$ cat src/rtl/wishbone_board_mem_if.sv
// wishbone_if: Wishbone classic signal bundle shared by the board-memory ports.
// The slave modport is what wishbone_board_mem connects to; master is for drivers.
interface wishbone_if;
    logic        cyc;
    logic        stb;
    logic        we;
    logic [31:0] adr;
    logic [31:0] dat_m2s;
    logic [31:0] dat_s2m;
    logic        ack;
    logic        err;

    modport slave (
        input  cyc, stb, we, adr, dat_m2s,
        output dat_s2m, ack, err
    );

    modport master (
        output cyc, stb, we, adr, dat_m2s,
        input  dat_s2m, ack, err
    );
endinterface

$ cat src/rtl/wishbone_board_mem.sv
// wishbone_board_mem: Minesweeper cell store, BOARD_SIZE x BOARD_SIZE words of
// DATA_WIDTH bits, behind two independent Wishbone classic slaves (write, read).
// Cell layout: [3:0] neighbour count, [4] mine, [5] revealed, [6] flagged.
// Optional build macro BOARD_MEM_ERR_EN: out-of-range accesses answer with err
// instead of ack (write dropped, read data 0 in either build).
module wishbone_board_mem #(
    parameter int BOARD_SIZE = 16,
    parameter int DATA_WIDTH = 8
) (
    input logic       clk,
    input logic       rst,
    wishbone_if.slave slave_wr,
    wishbone_if.slave slave_rd
);
    localparam int CW    = (BOARD_SIZE > 1) ? $clog2(BOARD_SIZE) : 1;
    localparam int CELLS = BOARD_SIZE * BOARD_SIZE;
    localparam int IW    = (CELLS > 1) ? $clog2(CELLS) : 1;

    // Row/column fields must fit the board and everything above them must be zero.
    function automatic logic f_in_range(input logic [31:0] adr);
        logic [31:0] row;
        logic [31:0] col;
        row = 32'(adr[2*CW-1:CW]);
        col = 32'(adr[CW-1:0]);
        return (row < 32'(BOARD_SIZE)) && (col < 32'(BOARD_SIZE)) &&
               ((adr >> (2 * CW)) == 32'd0);
    endfunction

    // Linear cell index = row * BOARD_SIZE + col.
    function automatic logic [IW-1:0] f_index(input logic [31:0] adr);
        return IW'(32'(adr[2*CW-1:CW]) * 32'(BOARD_SIZE) + 32'(adr[CW-1:0]));
    endfunction

    logic                  w_wr_busy;
    logic                  w_rd_busy;
    logic                  w_wr_accept;
    logic                  w_rd_accept;
    logic                  w_wr_in_range;
    logic                  w_rd_in_range;
    logic [IW-1:0]         w_wr_idx;
    logic [IW-1:0]         w_rd_idx;
    logic                  r_wr_ack;
    logic                  r_rd_ack;
    logic [31:0]           r_rd_dat;
    logic [DATA_WIDTH-1:0] r_mem [CELLS];

    assign w_wr_in_range = f_in_range(slave_wr.adr);
    assign w_rd_in_range = f_in_range(slave_rd.adr);
    assign w_wr_idx      = f_index(slave_wr.adr);
    assign w_rd_idx      = f_index(slave_rd.adr);

    // A port takes a new request only while it is not answering the previous one.
    assign w_wr_accept = slave_wr.cyc & slave_wr.stb & ~w_wr_busy;
    assign w_rd_accept = slave_rd.cyc & slave_rd.stb & ~w_rd_busy;

    // Cell storage: lands the accepted in-range write; we=0 requests change nothing.
    // NOTE: the array is built from flops with an explicit async clear loop; a RAM
    // macro could not be cleared by rst, so keep this out of inferred memory.
    always_ff @(posedge clk or negedge rst) begin
        if (!rst) begin
            for (int i = 0; i < CELLS; i++) begin
                r_mem[i] <= '0;
            end
        end else if (w_wr_accept && slave_wr.we && w_wr_in_range) begin
            r_mem[w_wr_idx] <= slave_wr.dat_m2s[DATA_WIDTH-1:0];
        end
    end

    // Read data register: zero-extended cell on the response cycle, 0 otherwise.
    // A same-cycle write to the same cell is not yet visible, so the old value is returned.
    // NOTE: non-blocking assignments here are what make the read sample the pre-write cell.
    always_ff @(posedge clk or negedge rst) begin
        if (!rst) begin
            r_rd_dat <= '0;
        end else if (w_rd_accept && w_rd_in_range) begin
            r_rd_dat <= 32'(r_mem[w_rd_idx]);
        end else begin
            r_rd_dat <= '0;
        end
    end

`ifdef BOARD_MEM_ERR_EN
    logic r_wr_err;
    logic r_rd_err;

    assign w_wr_busy = r_wr_ack | r_wr_err;
    assign w_rd_busy = r_rd_ack | r_rd_err;

    // One-cycle response: ack for in-range requests, err for out-of-range ones.
    always_ff @(posedge clk or negedge rst) begin
        if (!rst) begin
            r_wr_ack <= 1'b0;
            r_wr_err <= 1'b0;
            r_rd_ack <= 1'b0;
            r_rd_err <= 1'b0;
        end else begin
            r_wr_ack <= w_wr_accept &  w_wr_in_range;
            r_wr_err <= w_wr_accept & ~w_wr_in_range;
            r_rd_ack <= w_rd_accept &  w_rd_in_range;
            r_rd_err <= w_rd_accept & ~w_rd_in_range;
        end
    end

    assign slave_wr.err = r_wr_err;
    assign slave_rd.err = r_rd_err;
`else
    assign w_wr_busy = r_wr_ack;
    assign w_rd_busy = r_rd_ack;

    // One-cycle ack for every accepted request, in range or not.
    always_ff @(posedge clk or negedge rst) begin
        if (!rst) begin
            r_wr_ack <= 1'b0;
            r_rd_ack <= 1'b0;
        end else begin
            r_wr_ack <= w_wr_accept;
            r_rd_ack <= w_rd_accept;
        end
    end

    assign slave_wr.err = 1'b0;
    assign slave_rd.err = 1'b0;
`endif

    assign slave_wr.ack     = r_wr_ack;
    assign slave_wr.dat_s2m = '0;
    assign slave_rd.ack     = r_rd_ack;
    assign slave_rd.dat_s2m = r_rd_dat;

    // Inputs the ports deliberately ignore (read-port we/data, unstored upper write bits).
    logic w_unused;
    assign w_unused = &{1'b0, slave_rd.we, slave_rd.dat_m2s,
                        slave_wr.dat_m2s[31:DATA_WIDTH]};
endmodule

$ cat src/flat_wrapper.sv
// flat-port wrapper written by rule: the top's interface ports become plain ports
module wishbone_board_mem_flat 
#(
    parameter int BOARD_SIZE = 16,
    parameter int DATA_WIDTH = 8
)
  (clk, rst, slave_wr_cyc, slave_wr_stb, slave_wr_we, slave_wr_adr, slave_wr_dat_m2s, slave_wr_dat_s2m, slave_wr_ack, slave_wr_err, slave_rd_cyc, slave_rd_stb, slave_rd_we, slave_rd_adr, slave_rd_dat_m2s, slave_rd_dat_s2m, slave_rd_ack, slave_rd_err);
  wishbone_if slave_wr_i ();
  wishbone_if slave_rd_i ();
  input logic clk;
  input logic rst;
  input wire logic [$bits(slave_wr_i.cyc)-1:0] slave_wr_cyc;
  input wire logic [$bits(slave_wr_i.stb)-1:0] slave_wr_stb;
  input wire logic [$bits(slave_wr_i.we)-1:0] slave_wr_we;
  input wire logic [$bits(slave_wr_i.adr)-1:0] slave_wr_adr;
  input wire logic [$bits(slave_wr_i.dat_m2s)-1:0] slave_wr_dat_m2s;
  output wire logic [$bits(slave_wr_i.dat_s2m)-1:0] slave_wr_dat_s2m;
  output wire logic [$bits(slave_wr_i.ack)-1:0] slave_wr_ack;
  output wire logic [$bits(slave_wr_i.err)-1:0] slave_wr_err;
  input wire logic [$bits(slave_rd_i.cyc)-1:0] slave_rd_cyc;
  input wire logic [$bits(slave_rd_i.stb)-1:0] slave_rd_stb;
  input wire logic [$bits(slave_rd_i.we)-1:0] slave_rd_we;
  input wire logic [$bits(slave_rd_i.adr)-1:0] slave_rd_adr;
  input wire logic [$bits(slave_rd_i.dat_m2s)-1:0] slave_rd_dat_m2s;
  output wire logic [$bits(slave_rd_i.dat_s2m)-1:0] slave_rd_dat_s2m;
  output wire logic [$bits(slave_rd_i.ack)-1:0] slave_rd_ack;
  output wire logic [$bits(slave_rd_i.err)-1:0] slave_rd_err;
  assign slave_wr_i.cyc = slave_wr_cyc;
  assign slave_wr_i.stb = slave_wr_stb;
  assign slave_wr_i.we = slave_wr_we;
  assign slave_wr_i.adr = slave_wr_adr;
  assign slave_wr_i.dat_m2s = slave_wr_dat_m2s;
  assign slave_wr_dat_s2m = slave_wr_i.dat_s2m;
  assign slave_wr_ack = slave_wr_i.ack;
  assign slave_wr_err = slave_wr_i.err;
  assign slave_rd_i.cyc = slave_rd_cyc;
  assign slave_rd_i.stb = slave_rd_stb;
  assign slave_rd_i.we = slave_rd_we;
  assign slave_rd_i.adr = slave_rd_adr;
  assign slave_rd_i.dat_m2s = slave_rd_dat_m2s;
  assign slave_rd_dat_s2m = slave_rd_i.dat_s2m;
  assign slave_rd_ack = slave_rd_i.ack;
  assign slave_rd_err = slave_rd_i.err;
  wishbone_board_mem #(.BOARD_SIZE(BOARD_SIZE), .DATA_WIDTH(DATA_WIDTH)) u_core (.clk(clk), .rst(rst), .slave_wr(slave_wr_i), .slave_rd(slave_rd_i));
endmodule
$ cat config.mk
export PLATFORM = sky130hd
export DESIGN_NAME = wishbone_board_mem_flat
export DESIGN_NICKNAME = d
export VERILOG_FILES = /design/src/rtl/wishbone_board_mem_if.sv /design/src/rtl/wishbone_board_mem.sv /design/src/flat_wrapper.sv
export SDC_FILE = /design/constraint.sdc
export NUM_CORES = 2
export LEC_CHECK = 0
export ABC_AREA = 0
export ABC_CLOCK_PERIOD_IN_PS = 4800
export CAP_MARGIN = 15
export CORE_MARGIN = 2
export CORE_UTILIZATION = 50
export CTS_CLUSTER_DIAMETER = 120
export DETAILED_ROUTE_END_ITERATION = 12
export DONT_BUFFER_PORTS = 1
export SLEW_MARGIN = 0
export SYNTH_ARGS = -nofsm -noshare
export SYNTH_HDL_FRONTEND = slang
export SYNTH_SLANG_ARGS = --single-unit
$ cat constraint.sdc
create_clock -name clk -period 4.8 [get_ports clk]
set_input_delay 0.96 -clock clk [delete_from_list [all_inputs] [get_ports clk]]
set_output_delay 0.96 -clock clk [all_outputs]
set_load 0.03 [all_outputs]
# Word level (Yosys, flattened, before mapping)
# Index checks and enable logic that the tools add are counted.
# Widths: inputs -> output; s select.
[word_totals]
ff_bits = 2082
inputBits = 136
out_inout_bits = 68
word_cells = 285
[classes]
addsub = 2
magnitude_cmp = 3
n_mux = 7
bitwise = 8
reduce_logical = 6
[ops]
columns = ["op", "count"]
rows = [
  ["$bwmux 2048", 1],
  ["$bmux 8 s8", 1],
  ["$demux 8 s8", 1],
  ["$logic_not 32->1", 2],
  ["$mux 8", 4],
  ["$ge 9x9->1 const B", 2],
  ["$not 8->9", 2],
  ["$add 8x4->8", 2],
  ["$lt 9x1->1 const B", 1],
  ["$and 1x1->1", 4],
  ["$logic_and 1x1->1", 4],
  ["$not 1->1", 2],
]

# Longest topological paths before layout
[depth]
depth_word = 7
depth_mapped = 12
depth_no_buf = 7

# Worst setup path before layout
# No wires, ideal clock.
[synth_path]
kind = "input -> register"
startpoint = "in slave_rd_adr[0]"
endpoint = "reg u_core.r_rd_dat[0], in the netlist u_core.slave_rd.dat_s2m[0]"
setup_ns = 0.122
t_arrival_ns = 2.822
required_ns = 4.678
path_slack_ns = 1.856
cell_stages = 10
n_path_buf = 4
cell_sequence = "buf_6 buf_6 buf_6 buf_2 mux4_2 a22oi_1 nand2_1 a22oi_1 o31ai_1 o2111a_1"
[synth_via]
elab_chain_len = 6
[synth_rtl]
columns = ["element", "line_no", "source"]
rows = [
  ["start: declaration", "flat_wrapper.sv:23", "input wire logic [$bits(slave_rd_i.adr)-1:0] slave_rd_adr;"],
  ["$add 8x4->8", "wishbone_board_mem.sv:31", "return IW'(32'(adr[2*CW-1:CW]) * 32'(BOARD_SIZE) + 32'(adr[CW-1:0]));"],
  ["$not 8->9 (not written as such)", "wishbone_board_mem.sv:76", "r_rd_dat <= 32'(r_mem[w_rd_idx]);"],
  ["$bmux 8 s8", "wishbone_board_mem.sv:76", ""],
  ["$mux 8 (not written as such) (2 in a row)", "wishbone_board_mem.sv:76", ""],
  ["$mux 8", "wishbone_board_mem.sv:75", "end else if (w_rd_accept && w_rd_in_range) begin"],
  ["end signal: assignment", "wishbone_board_mem.sv:76", ""],
  ["end: declaration", "wishbone_board_mem.sv:44", "logic [31:0] r_rd_dat;"],
]
# Every way passes these cells. The select of a mux whose other input is x is not followed.
# A chain may end at the register's enable or synchronous reset.

# Worst setup path after layout
[layout_path]
startpoint = "in slave_rd_adr[0]"
endpoint = "reg u_core.r_rd_dat[3], in the netlist u_core.slave_rd.dat_s2m[3]"
# Same word-level chain as after synthesis.

==> impl_metrics.json <==
{
  "outcome": "completed",
  "worst_slew_pin_slew_ns": 1.28,
  "r2r_start": "u_core.slave_wr.ack",
  "synthToLayoutAreaGrowth_pct": 9.30,
  "place_congestion": 0.801,
  "path_clk_slew_ns": 0.06,
  "post-route-util": 0.552,
  "layout_setup_ws_ns": 0.126,
  "htreeDepth": 4,
  "post_cts_buffers": 0,
  "wl_per_cell_um": 27.9,
  "clockBufferDepth": 3,
  "syn_inst": 6319,
  "ios": 204,
  "synth-async-reset-ratio": 1.00,
  "ir_drop_mv": 0.365,
  "worstSetupPathType": "in -> reg",
  "synthFlopType": "dfrtp_1",
  "cts-root-buf": "clkbuf_16",
  "ant_nets": 0,
  "clock_latency_ns": 0.85,
  "num_vias": 54600,
  "synth_top_area_cell": "dfrtp_1",
  "slew_headroom": 0.145,
  "startpoint": "slave_rd_adr[0]",
  "viasPerCell": 6.13,
  "diodes": 0,
  "fmax_mhz": 214,
  "tns_ns": 0,
  "synthTopCellsByArea": "dfrtp_1, mux2_2, mux4_2",
  "dpl.hpwl_mm": 144,
  "portBuffers": 0,
  "ctsResizeCount": 0,
  "synth_edf_count": 0,
  "rows": 160,
  "period_share": 0.974,
  "crit_required_ns": 5.53,
  "grt_pass1_wl_mm": 377,
  "hp-class": "in -> async",
  "grt_pass1_vias": 56900,
  "power.total_uw": 35300,
  "layout.nets": 6355,
  "slew_violations": 0,
  "finalWirelength_mm": 249,
  "die-area_mm2": 0.196,
  "finalHoldViolations": 0,
  "grt_max_degree": 658,
  "syn_area_mm2": 0.0962,
  "ys_ff_latch": 2058,
  "ys_types": 72,
  "r2r_slack_ns": 1.44,
  "startpoint_type": "input port",
  "register_area_mm2": 0.0515,
  "max_cap_viol_count": 0,
  "grt_setup_unrepaired": "no",
  "fin_worst_skew_ns": 0.0280,
  "reg2reg_depth": 6,
  "leakagePower_uw": 0.0503,
  "grt_remaining_overflow": 0,
  "core-area_mm2": 0.191,
  "design_area_mm2": 0.105,
  "drt_first_pass_iters": 6,
  "post-place-ws_ns": 0.746,
  "ys.warnings.count": 0,
  "drc": 0,
  "synth_seq_area_share": 0.535,
  "fp.dieW_um": 443,
  "r2r-end": "u_core.r_mem[1545]",
  "drive_above_1_share": 0.477,
  "synth_top_area_share": 0.535,
  "p_per_area_mw_per_mm2": 336,
  "antenna_found_initial": 0,
  "fillers": 15500,
  "multi_input_area_mm2": 0.0418,
  "start_util": 0.505,
  "fp.dieH_um": 443,
  "end_kind": "register",
  "yosys-top-cells-count": "dfrtp_1, mux2_2, mux4_2",
  "finalSetupViolations": 0,
  "track_usage": 0.254,
  "yosysMostFrequentCell": "dfrtp_1",
  "period_needed_ns": 4.67,
  "drtIter0Drc": 3422,
  "postCtsHoldBufs": 0,
  "cp.arrival_ns": 5.40,
  "syn_avg_cell_area_um2": 15.2,
  "crit_fanout": 127,
  "cts_buffers": 220,
  "tritoncts": "built",
  "placed_area_mm2": 0.0979,
  "crit_end": "u_core.slave_rd.dat_s2m[3]",
  "clock-sinks": 2058
}
==> worst max-delay path, cell delays in order <==
cell and delay, ns:
buf_16 0.58, buf_16 0.48, buf_16 0.62, mux4_2 0.62, mux2i_1 0.41, o21ai_0 0.14, o311ai_1 0.71, a221oi_1 0.11
buf_4 0.22, o2111a_1 0.14
==> registers in the layout, summed over array words and instances (netlist names) <==
signal / flops
u_core.slave_rd.dat_s2m: 8
u_core.r_mem: 2048
u_core.slave_rd.ack: 1
u_core.slave_wr.ack: 1
==> power by group <==
part / switching (uW) / internal, uW / total (uW)
combinational: 920 / 357 / 1280
sequential: 2.60 / 17400 / 17400
clock: 7000 / 9660 / 16700
total: 7920 / 27400 / 35300
==> placed cells by master (no fill, tap or decap), types with 67 or more instances in the layout <==
cell | Yosys | final
o221ai_1 | 107 | 107
mux4_2 | 323 | 323
nor2_4 | 131 | 131
dfrtp_1 | 2058 | 2058
mux2_1 | 95 | 95
mux2i_1 | 320 | 320
clkbuf_16 | 0 | 225
o22ai_1 | 100 | 100
nor2_1 | 67 | 67
buf_4 | 93 | 120
nand2_1 | 126 | 116
mux2_2 | 1960 | 1960
==> cell families after synthesis <==
group / after synthesis / share of synthesized area
and+or+nand+nor: 511 / 0.0352
muxes: 2737 / 0.360
other: 1 / 0.0000390
buffers and inverters: 531 / 0.0328
AOI/OAI and AO/OA: 481 / 0.0368
DFF: 2058 / 0.535
==> per-stage QoR <==
step,hold slack (ns),std cells
after floorplan,0.449,6376
after global placement,0.462,8502
after detailed placement,0.470,8502
after CTS,0.0968,8898
after global routing,0.125,8904
final,0.0998,8904
==> final cells by class <==
class / count / area share
clock buffers: 344 / 0.0628
clock inverters: 52 / 0.00474
inverters: 3 / 0.000119
multi-input cells: 3787 / 0.398
flip-flops and latches: 2058 / 0.490
well taps: 2511 / 0.0299
repair buffers: 149 / 0.0146
==> per-layer routing <==
| layer | track usage | vias up | part of all wire |
|---|---|---|---|
| met5 | 0 | - | 0 |
| li1 | - | 23400 | - |
| met1 | 0.371 | 29700 | 0.46 |
| met2 | 0.402 | 1161 | 0.47 |
| met4 | 0.0634 | 0 | 0.023 |
| met3 | 0.0367 | 312 | 0.043 |
==> how the worst min path moves through the flow <==
| stage | from | to | cells past startpoint |
|---|---|---|---|
| floorplan | u_core.r_mem[805] | u_core.r_mem[805] | 1 |
| global placement | u_core.r_mem[1447] | u_core.r_mem[1447] | 1 |
| detailed placement | u_core.r_mem[1057] | u_core.r_mem[1057] | 1 |
| CTS | rst | u_core.r_mem[1031] | 1 |
| global route | rst | u_core.r_mem[1031] | 1 |
| finish | rst | u_core.r_mem[1031] | 1 |
Power figures use the tool's default switching activity.
